File: config.mk
export PLATFORM = sky130hd
export DESIGN_NAME = alu_share_sched
export DESIGN_NICKNAME = d
export VERILOG_FILES = /design/src/rtl/alu_share_sched.sv
export SDC_FILE = /design/constraint.sdc
export NUM_CORES = 1
export LEC_CHECK = 0
export CAP_MARGIN = 20
export CORE_ASPECT_RATIO = 2
export CORE_MARGIN = 4
export CORE_UTILIZATION = 36
export DETAILED_ROUTE_END_ITERATION = 8
export GPL_ROUTABILITY_DRIVEN = 0
export PLACE_DENSITY = 0.78
export SLEW_MARGIN = 15
export SYNTH_ARGS = -nofsm -noshare
export SYNTH_HDL_FRONTEND = slang
export SYNTH_SLANG_ARGS = --single-unit
File: constraint.sdc
create_clock -name clk -period 3.5 [get_ports clk]
set_input_delay 0.35 -clock clk [delete_from_list [all_inputs] [get_ports clk]]
set_output_delay 0.35 -clock clk [all_outputs]
set_load 0.02 [all_outputs]
File: src/rtl/alu_share_sched.sv
`default_nettype none
// ============================================================================
// Module   : alu_share_sched
// Purpose  : Round-robin sharing of one datapath ALU between ports A and B.
// Revision : 1.0
// ============================================================================
module alu_share_sched #(
    parameter int DATA_W = 32
) (
    input  logic              clk,
    input  logic              rst,
    // Port A
    input  logic              a_req_valid_i,
    output logic              a_req_ready_o,
    input  logic [1:0]        a_aluop_i,
    input  logic [5:0]        a_funct_i,
    input  logic [DATA_W-1:0] a_src1_i,
    input  logic [DATA_W-1:0] a_src2_i,
    input  logic [4:0]        a_shamt_i,
    output logic              a_rsp_valid_o,
    input  logic              a_rsp_ready_i,
    // Port B
    input  logic              b_req_valid_i,
    output logic              b_req_ready_o,
    input  logic [1:0]        b_aluop_i,
    input  logic [5:0]        b_funct_i,
    input  logic [DATA_W-1:0] b_src1_i,
    input  logic [DATA_W-1:0] b_src2_i,
    input  logic [4:0]        b_shamt_i,
    output logic              b_rsp_valid_o,
    input  logic              b_rsp_ready_i,
    // Shared response
    output logic [DATA_W-1:0] rsp_result_o,
    output logic              rsp_err_o,
    // Shared ALU
    output logic [1:0]        alu_aluop_o,
    output logic [5:0]        alu_funct_o,
    output logic [DATA_W-1:0] alu_src1_o,
    output logic [DATA_W-1:0] alu_src2_o,
    output logic [4:0]        alu_shamt_o,
    input  logic [DATA_W-1:0] alu_result_i
);

    typedef enum logic [1:0] {
        S_IDLE = 2'd0,
        S_EXEC = 2'd1,
        S_RESP = 2'd2
    } state_t;

    localparam logic PORT_A = 1'b0;
    localparam logic PORT_B = 1'b1;

    state_t              state_q, state_d;
    logic                prio_q, prio_d;
    logic                owner_q, owner_d;
    logic [1:0]          aluop_q, aluop_d;
    logic [5:0]          funct_q, funct_d;
    logic [DATA_W-1:0]   src1_q, src1_d;
    logic [DATA_W-1:0]   src2_q, src2_d;
    logic [4:0]          shamt_q, shamt_d;
    logic [DATA_W-1:0]   result_q, result_d;
    logic                err_q, err_d;

    logic grant_a;
    logic grant_b;
    logic legal;
    logic owner_rsp_ready;

    always_ff @(posedge clk or posedge rst) begin
        if (rst) begin
            state_q  <= S_IDLE;
            prio_q   <= PORT_A;
            owner_q  <= PORT_A;
            aluop_q  <= '0;
            funct_q  <= '0;
            src1_q   <= '0;
            src2_q   <= '0;
            shamt_q  <= '0;
            result_q <= '0;
            err_q    <= 1'b0;
        end else begin
            state_q  <= state_d;
            prio_q   <= prio_d;
            owner_q  <= owner_d;
            aluop_q  <= aluop_d;
            funct_q  <= funct_d;
            src1_q   <= src1_d;
            src2_q   <= src2_d;
            shamt_q  <= shamt_d;
            result_q <= result_d;
            err_q    <= err_d;
        end
    end

    // Ready is masked by rst so both readies read 0 while reset is held.
    always_comb begin
        grant_a       = a_req_valid_i & (~b_req_valid_i | (prio_q == PORT_A));
        grant_b       = b_req_valid_i & (~a_req_valid_i | (prio_q == PORT_B));
        a_req_ready_o = (state_q == S_IDLE) & grant_a & ~rst;
        b_req_ready_o = (state_q == S_IDLE) & grant_b & ~rst;
        a_rsp_valid_o = (state_q == S_RESP) & (owner_q == PORT_A);
        b_rsp_valid_o = (state_q == S_RESP) & (owner_q == PORT_B);
        owner_rsp_ready = (owner_q == PORT_A) ? a_rsp_ready_i : b_rsp_ready_i;

        unique case (aluop_q)
            2'b00, 2'b01: legal = 1'b1;
            2'b10:        legal = (funct_q == 6'b001011) || (funct_q == 6'b001101) ||
                                  (funct_q == 6'b010010) || (funct_q == 6'b100110);
            default:      legal = 1'b0;
        endcase
    end

    always_comb begin
        state_d  = state_q;
        prio_d   = prio_q;
        owner_d  = owner_q;
        aluop_d  = aluop_q;
        funct_d  = funct_q;
        src1_d   = src1_q;
        src2_d   = src2_q;
        shamt_d  = shamt_q;
        result_d = result_q;
        err_d    = err_q;

        unique case (state_q)
            S_IDLE: begin
                if (a_req_ready_o) begin
                    aluop_d = a_aluop_i;
                    funct_d = a_funct_i;
                    src1_d  = a_src1_i;
                    src2_d  = a_src2_i;
                    shamt_d = a_shamt_i;
                    owner_d = PORT_A;
                    prio_d  = PORT_B;
                    state_d = S_EXEC;
                end else if (b_req_ready_o) begin
                    aluop_d = b_aluop_i;
                    funct_d = b_funct_i;
                    src1_d  = b_src1_i;
                    src2_d  = b_src2_i;
                    shamt_d = b_shamt_i;
                    owner_d = PORT_B;
                    prio_d  = PORT_A;
                    state_d = S_EXEC;
                end
            end
            S_EXEC: begin
                // Unsupported encodings still reach the ALU; its output is dropped here.
                result_d = legal ? alu_result_i : '0;
                err_d    = ~legal;
                state_d  = S_RESP;
            end
            S_RESP: begin
                if (owner_rsp_ready) begin
                    state_d = S_IDLE;
                end
            end
            default: state_d = S_IDLE;
        endcase
    end

    assign rsp_result_o = result_q;
    assign rsp_err_o    = err_q;
    assign alu_aluop_o  = aluop_q;
    assign alu_funct_o  = funct_q;
    assign alu_src1_o   = src1_q;
    assign alu_src2_o   = src2_q;
    assign alu_shamt_o  = shamt_q;

endmodule
`default_nettype wire

==> out/metrics.csv, run 1 <==
stage,metric,value,unit
final_layout,most common library cell in the layout ignoring fill and taps,clkdlybuf4s50_1,
detailed_routing,ANT nets after route,0,
cts,"Reg clk slew, reported paths",50,ps
worst_hold_path,Hold Crit Start,alu_src1_o[21],
synthesis,mapped cell area,5620,um2
synthesis,Yosys warning total,0,
final_layout,area delta synth->final,64.1,%
global_routing,GRT Util Overall,21.6,%
detailed_routing,final wirelength,19.2,mm
job,max cap viols,0,
setup_path,"setup slack, reg-to-reg",1250,ps
floorplanning,chip height,185,um
timing,Max Clock Freq,0.346,GHz
final_layout,share of layout cells above drive strength 1,11.1,%
synthesis,"Distinct cells, synth",38,
timing,setup violators final,0,
floorplanning,Die X,96.4,um
synthesis,Mapped Avg Cell Area,12.5,um2
global_routing,largest net degree at the start of global routing,80,
timing,fin crit share,82.5,%
floorplanning,Initial Util,36.8,%
timing,Final Hold Viols,0,
global_routing,number of global-route vias before repair,5589,
detailed_routing,vias per inst,5.59,
run_status,outcome,finished clean,
final_layout,FILL cells,1240,
synthesis,syn_nets,643,
timing,fin crit period,2890,ps
final_layout,antenna cells,0,
synthesis,number of synthesized register bits,114,
global_routing,first-pass GRT wire length,29.4,mm
floorplanning,Core Region,15300,um2
detailed_routing,per-cell routed wire length,20.5,um
setup_path,R2R depth,5,
synthesis,post-synthesis cell count,451,
final_layout,FF/Latch Area,2850,um2
cts,clock latency at the later pin of the worst-skew pair,400,ps
detailed_routing,Initial DRC Count,208,
global_routing,overflow left after global routing,0,
cts,clk buf depth,2,
setup_path,critical path data arrival time,2540,ps
place,port bufs,305,
cts,CTS tree,done,
floorplanning,die area,17800,um2
timing,Post-Route Setup TNS,0,ps
worst_hold_path,Min-Delay Endpoint,alu_src1_o[21],
global_routing,initial antenna violation count,0,
setup_path,Critical Path Start Type,register,
floorplanning,I/O Pins,306,
timing,"Slew Viols, Final",0,
timing,clock skew,9.23,ps
setup_path,Worst setup EP type,primary output,
cts,CTS H-tree lvls,4,
power_and_ir_drop,cell leakage power,3.96,nW
setup_path,r2r endpoint,alu_src2_o[17],
worst_hold_path,Hold/Removal Path Class,register to register,
detailed_routing,First-pass DRT Iterations,5,
power_and_ir_drop,Pwr Total,8.12,mW
cts,total CTS buffers,17,
place,HPWL after DPL,14.1,mm
cts,setup bufs post-CTS,0,
power_and_ir_drop,Max rail drop VDD,0.466,mV
floorplanning,Cell Rows,64,
detailed_routing,via count,5244,
setup_path,RR Startpoint,state_q[1],
final_layout,final cell utilization of the core,60.3,%
detailed_routing,DRC viols,0,
setup_path,CP Class,register to primary output,
cts,CTS Sinks,114,
final_layout,Nets,920,
cts,Root Buffer,clkbuf_16,
final_layout,most frequent cells in the layout,"clkdlybuf4s50_1 (304), dfrtp_1 (114), and3_1 (64), a221o_1 (64), mux2i_1 (32)",
timing,RSZ-0062 raised after global routing,false,
timing,Slew headroom,26.5,%
cts,Resize count post-CTS,0,
cts,hold bufs inserted after CTS,0,
final_layout,area of the multi-input gates,2430,um2
power_and_ir_drop,Pwr Density,879,nW/um2
setup_path,"Req. time, crit path",3150,ps
synthesis,"Seq/Total Area, Yosys",50.7,%
timing,worst slew pin tran,1100,ps
worst_hold_path,worst hold stages,1,
setup_path,crit-path max FO,79,
==> per-stage QoR <==
stage	hold slack (ps)	cells	area (um2)	worst slack, ps
3_5_place_dp	494	907	8680	595
4_1_cts	515	938	9230	555
2_1_floorplan	496	451	5620	134
3_3_place_gp	496	907	8680	684
6_report	515	938	9230	614
5_1_grt	523	938	9230	339
==> logic make-up (layout without fill, tap and decap cells) <==
kind of cell	count (synthesis)	count (layout)	synth area share (%)
AO/OA/AOI/OAI	134	134	24.5
flip-flops	114	114	50.7
AND/OR/NAND/NOR	108	108	11.9
buffers and inverters	62	351	7.01
multiplexers	33	33	5.90
==> flip-flops by register name (all words and copies together), names as in the netlist <==
signal,cells
alu_aluop_o,2
alu_funct_o,6
owner_q,1
rsp_result_o,32
alu_src2_o,32
state_q,2
rsp_err_o,1
prio_q,1
alu_shamt_o,5
alu_src1_o,32
==> worst max-delay path by stage <==
stage / from / endpoint
floorplan: rst / alu_aluop_o[0]
detailed placement: rst / a_req_ready_o
CTS: state_q[1] / a_req_ready_o
global placement: rst / a_req_ready_o
finish: state_q[1] / a_req_ready_o
global route: state_q[1] / a_req_ready_o
==> routing by layer <==
| layer | share of wire (%) | wire [um] | vias to the layer above | track usage, % |
|---|---|---|---|---|
| li1 | - | - | 2373 | - |
| met1 | 35 | 6710 | 2532 | 23.0 |
| met2 | 54 | 10400 | 294 | 39.5 |
| met3 | 7.8 | 1500 | 45 | 5.19 |
| met4 | 3.2 | 607 | 0 | 8.88 |
| met5 | 0 | 0 | - | 0 |
==> cell type report <==
cell class              count  area share [%]
inverters                   6           0.271
repair buffers            314            33.9
clock inverters             5           0.271
flip-flops and latches    114            30.9
clock buffers              26            5.63
well taps                 198            2.68
multi-input cells         275            26.3
==> critical path, stage by stage, from the launching register on <==
cell     delay, ps
dfrtp_1        470
nor3_4         210
buf_4          560
nand2_1        480
inv_1          220
buf_4          180
==> report_power, final <==
part	switching (mW)	internal [mW]	total (mW)	leakage, nW
Clock	0.573	1.01	1.58	0.276
Combinational	2.07	2.01	4.08	2.28
Sequential	0.483	1.98	2.46	1.41
Total	3.13	4.99	8.12	3.96
==> cells in the mapped netlist (all sizes together) <==
library cell | count | area share, %
nand3 | 1 | 0.089
nor2b | 4 | 0.44
and3b | 1 | 0.16
a221o | 65 | 12
nor2 | 3 | 0.20
o31ai | 13 | 1.7
mux2i | 32 | 5.7
buf | 32 | 4.5
nor3 | 14 | 1.4
a21boi | 2 | 0.33
dlymetal6s2s | 3 | 0.67
and4bb | 1 | 0.22
and2 | 1 | 0.11
mux2 | 1 | 0.20
a21o | 1 | 0.13
and3 | 64 | 7.1
o21ai | 5 | 0.44
nand2b | 4 | 0.44
a31oi | 13 | 1.4
a21bo | 1 | 0.18
o21a | 1 | 0.13
nand2 | 1 | 0.067
or3 | 1 | 0.11
inv | 6 | 0.40
a2111o | 1 | 0.20
a221oi | 32 | 8.3
clkbuf | 21 | 1.5
nand4 | 13 | 1.4
dfrtp | 114 | 51
Note: power is estimated with default switching activity, not from simulation.
==> inputs of run 2 (changes only) <==
==> constraint.sdc (replaced) <==
create_clock -name clk -period 2.6 [get_ports clk]
set_input_delay 0.26 -clock clk [delete_from_list [all_inputs] [get_ports clk]]
set_output_delay 0.26 -clock clk [all_outputs]
set_load 0.02 [all_outputs]
==> run 2 against run 1 <==
Die area stayed put. Routed wire length grew 0.33%. Total power is 41% higher. Utilization rose by 1.3 points. Clock skew fell by 1.7 ps. Count of clock-buffer cells in the layout fell by 4. Critical endpoint is now b_req_ready_o.
==> out/metrics.csv, run 2 (synthesized netlist as in run 1, its figures left out) <==
stage,metric,value,unit,change
run_status,outcome,finished clean,,unchanged
global_routing,overflow left after global routing,0,,unchanged
cts,total CTS buffers,17,,unchanged
power_and_ir_drop,Comb pwr share,48.6,%,was 50.2%
timing,fin crit share,85.9,%,
final_layout,Nets,926,,was 920
cts,setup bufs post-CTS,0,,unchanged
power_and_ir_drop,Clock Power Share,22.7,%,was 19.5%
timing,Slew headroom,31.6,%,was 26.5%
timing,Max Clock Freq,0.448,GHz,
place,HPWL after DPL,14.2,mm,was 14.1 mm
floorplanning,die area,17800,um2,unchanged
power_and_ir_drop,Pwr Density,1210,nW/um2,was 879 nW/um2
timing,worst slew pin tran,1020,ps,was 1100 ps
place,port bufs,305,,unchanged
global_routing,number of global-route vias before repair,5590,,was 5589
power_and_ir_drop,cell leakage power,4.05,nW,was 3.96 nW
setup_path,"setup slack, reg-to-reg",580,ps,was 1250 ps
power_and_ir_drop,Psw,4.23,mW,was 3.13 mW
timing,final worst slack,367,ps,was 614 ps
final_layout,most frequent cells in the layout,"clkdlybuf4s50_1 (304), dfrtp_1 (114), and3_1 (64), a221o_1 (64), mux2i_1 (32)",,unchanged
power_and_ir_drop,Max rail drop VDD,0.712,mV,was 0.466 mV
cts,Root Buffer,clkbuf_16,,unchanged
worst_hold_path,Hold/Removal Path Class,input port to register,,was register to register
final_layout,FILL cells,1253,,was 1240
floorplanning,Initial Util,36.8,%,unchanged
power_and_ir_drop,Pwr Total,11.4,mW,was 8.12 mW
place,setup slack at placement,294,ps,was 595 ps
cts,clk buf depth,2,,unchanged
global_routing,GRT Util Overall,21.4,%,was 21.6%
cts,"Reg clk slew, reported paths",50,ps,about the same
cts,CTS H-tree lvls,4,,unchanged
detailed_routing,final wirelength,19.3,mm,was 19.2 mm
detailed_routing,First-pass DRT Iterations,4,,was 5
final_layout,post-route insts no fill,946,,was 938
timing,setup violators final,0,,unchanged
detailed_routing,ANT nets after route,0,,unchanged
global_routing,first-pass GRT wire length,29.0,mm,was 29.4 mm
setup_path,CP Class,register to primary output,,unchanged
global_routing,initial antenna violation count,1,,was 0
detailed_routing,per-cell routed wire length,20.4,um,was 20.5 um
detailed_routing,Initial DRC Count,206,,was 208
timing,"Slew Viols, Final",0,,unchanged
place,Cells after DPL,913,,was 907
timing,final hold slack,440,ps,was 515 ps
setup_path,critical path data arrival time,1970,ps,was 2540 ps
cts,CTS Sinks,114,,unchanged
setup_path,Worst setup EP type,primary output,,unchanged
timing,Final Hold Viols,0,,unchanged
timing,fin crit period,2230,ps,
timing,Post-Route Setup TNS,0,ps,unchanged
power_and_ir_drop,Flop pwr share,28.7,%,was 30.3%
floorplanning,Cell Rows,64,,unchanged
cts,Resize count post-CTS,0,,unchanged
setup_path,"Req. time, crit path",2340,ps,was 3150 ps
cts,clock latency at the later pin of the worst-skew pair,410,ps,was 400 ps
cts,hold bufs inserted after CTS,0,,unchanged
job,max cap viols,0,,unchanged
timing,RSZ-0062 raised after global routing,false,,unchanged
global_routing,largest net degree at the start of global routing,79,,was 80
setup_path,crit-path max FO,6,,was 79
floorplanning,Die X,96.4,um,unchanged
detailed_routing,via count,5242,,was 5244
detailed_routing,vias per inst,5.54,,was 5.59
setup_path,Critical Path Start Type,register,,unchanged
cts,CTS tree,done,,unchanged
timing,clock skew,7.53,ps,was 9.23 ps
floorplanning,I/O Pins,306,,unchanged
power_and_ir_drop,internal power,7.21,mW,was 4.99 mW
final_layout,most common library cell in the layout ignoring fill and taps,clkdlybuf4s50_1,,unchanged
final_layout,share of layout cells above drive strength 1,12.2,%,was 11.1%
final_layout,area delta synth->final,67.7,%,was 64.1%
detailed_routing,DRC viols,0,,unchanged
floorplanning,Core Region,15300,um2,unchanged
power_and_ir_drop,Sw Ratio,37.0,%,was 38.5%
floorplanning,chip height,185,um,unchanged
-- run 2: cell types whose count changed in the layout (fill, tap and decap cells not counted), sizes merged --
cell and change:
buf +6, bufinv +5, clkbuf -4, clkinv -1
clkinvlp +2, diode +1, inv -1
-- run 2: cell type report --
type	count	area (um2)	share of cell area [%]
diodes	1	2.50	0.0265
clock buffers	22	484	5.13
clock inverters	10	178	1.88
inverters	6	26.3	0.279
multi-input cells	275	2430	25.7
flip-flops and latches	114	2850	30.2
well taps	198	248	2.63
repair buffers	320	3210	34.1
-- run 2: worst paths after layout --
path | startpoint | endpoint | depth (start not counted)
min | b_funct_i[2] | alu_funct_o[2] | 3
max | state_q[1] | b_req_ready_o | 4
min reg2reg | alu_shamt_o[3] | alu_shamt_o[3] | 1
max in group asynchronous | rst | alu_src2_o[8] | 3
max reg2reg | state_q[1] | alu_src1_o[6] | 5
min in group asynchronous | rst | rsp_result_o[30] | 3
-- run 2: critical path, stage by stage, from the launching register on --
cell and delay (ps):
dfrtp_1 460, nor3_4 210, nand3_1 150, inv_2 80, clkdlybuf4s50_1 660
-- run 2: through the flow --
stage               instance area (um2)  utilization (%)
floorplan                          5630                -
global placement                   8770             57.3
detailed placement                 8770             57.3
CTS                                9430             61.7
global route                       9430             61.7
finish                             9430             61.7
-- run 2: power groups by stage --
stage	clock [mW]	sequential (mW)	combinational, mW
floorplan	0	4.21	2.09
global placement	0	3.25	5.49
detailed placement	0	3.25	5.62
CTS	2.65	3.28	5.62
global route	2.72	3.40	5.90
finish	2.60	3.28	5.56
-- run 2: per-layer routing --
metal	track usage, %	vias to the layer above	routed length (um)
li1	-	2383	-
met1	22.4	2547	6550
met2	38.6	263	10500
met3	5.68	49	1540
met4	9.89	0	697
met5	0	-	0
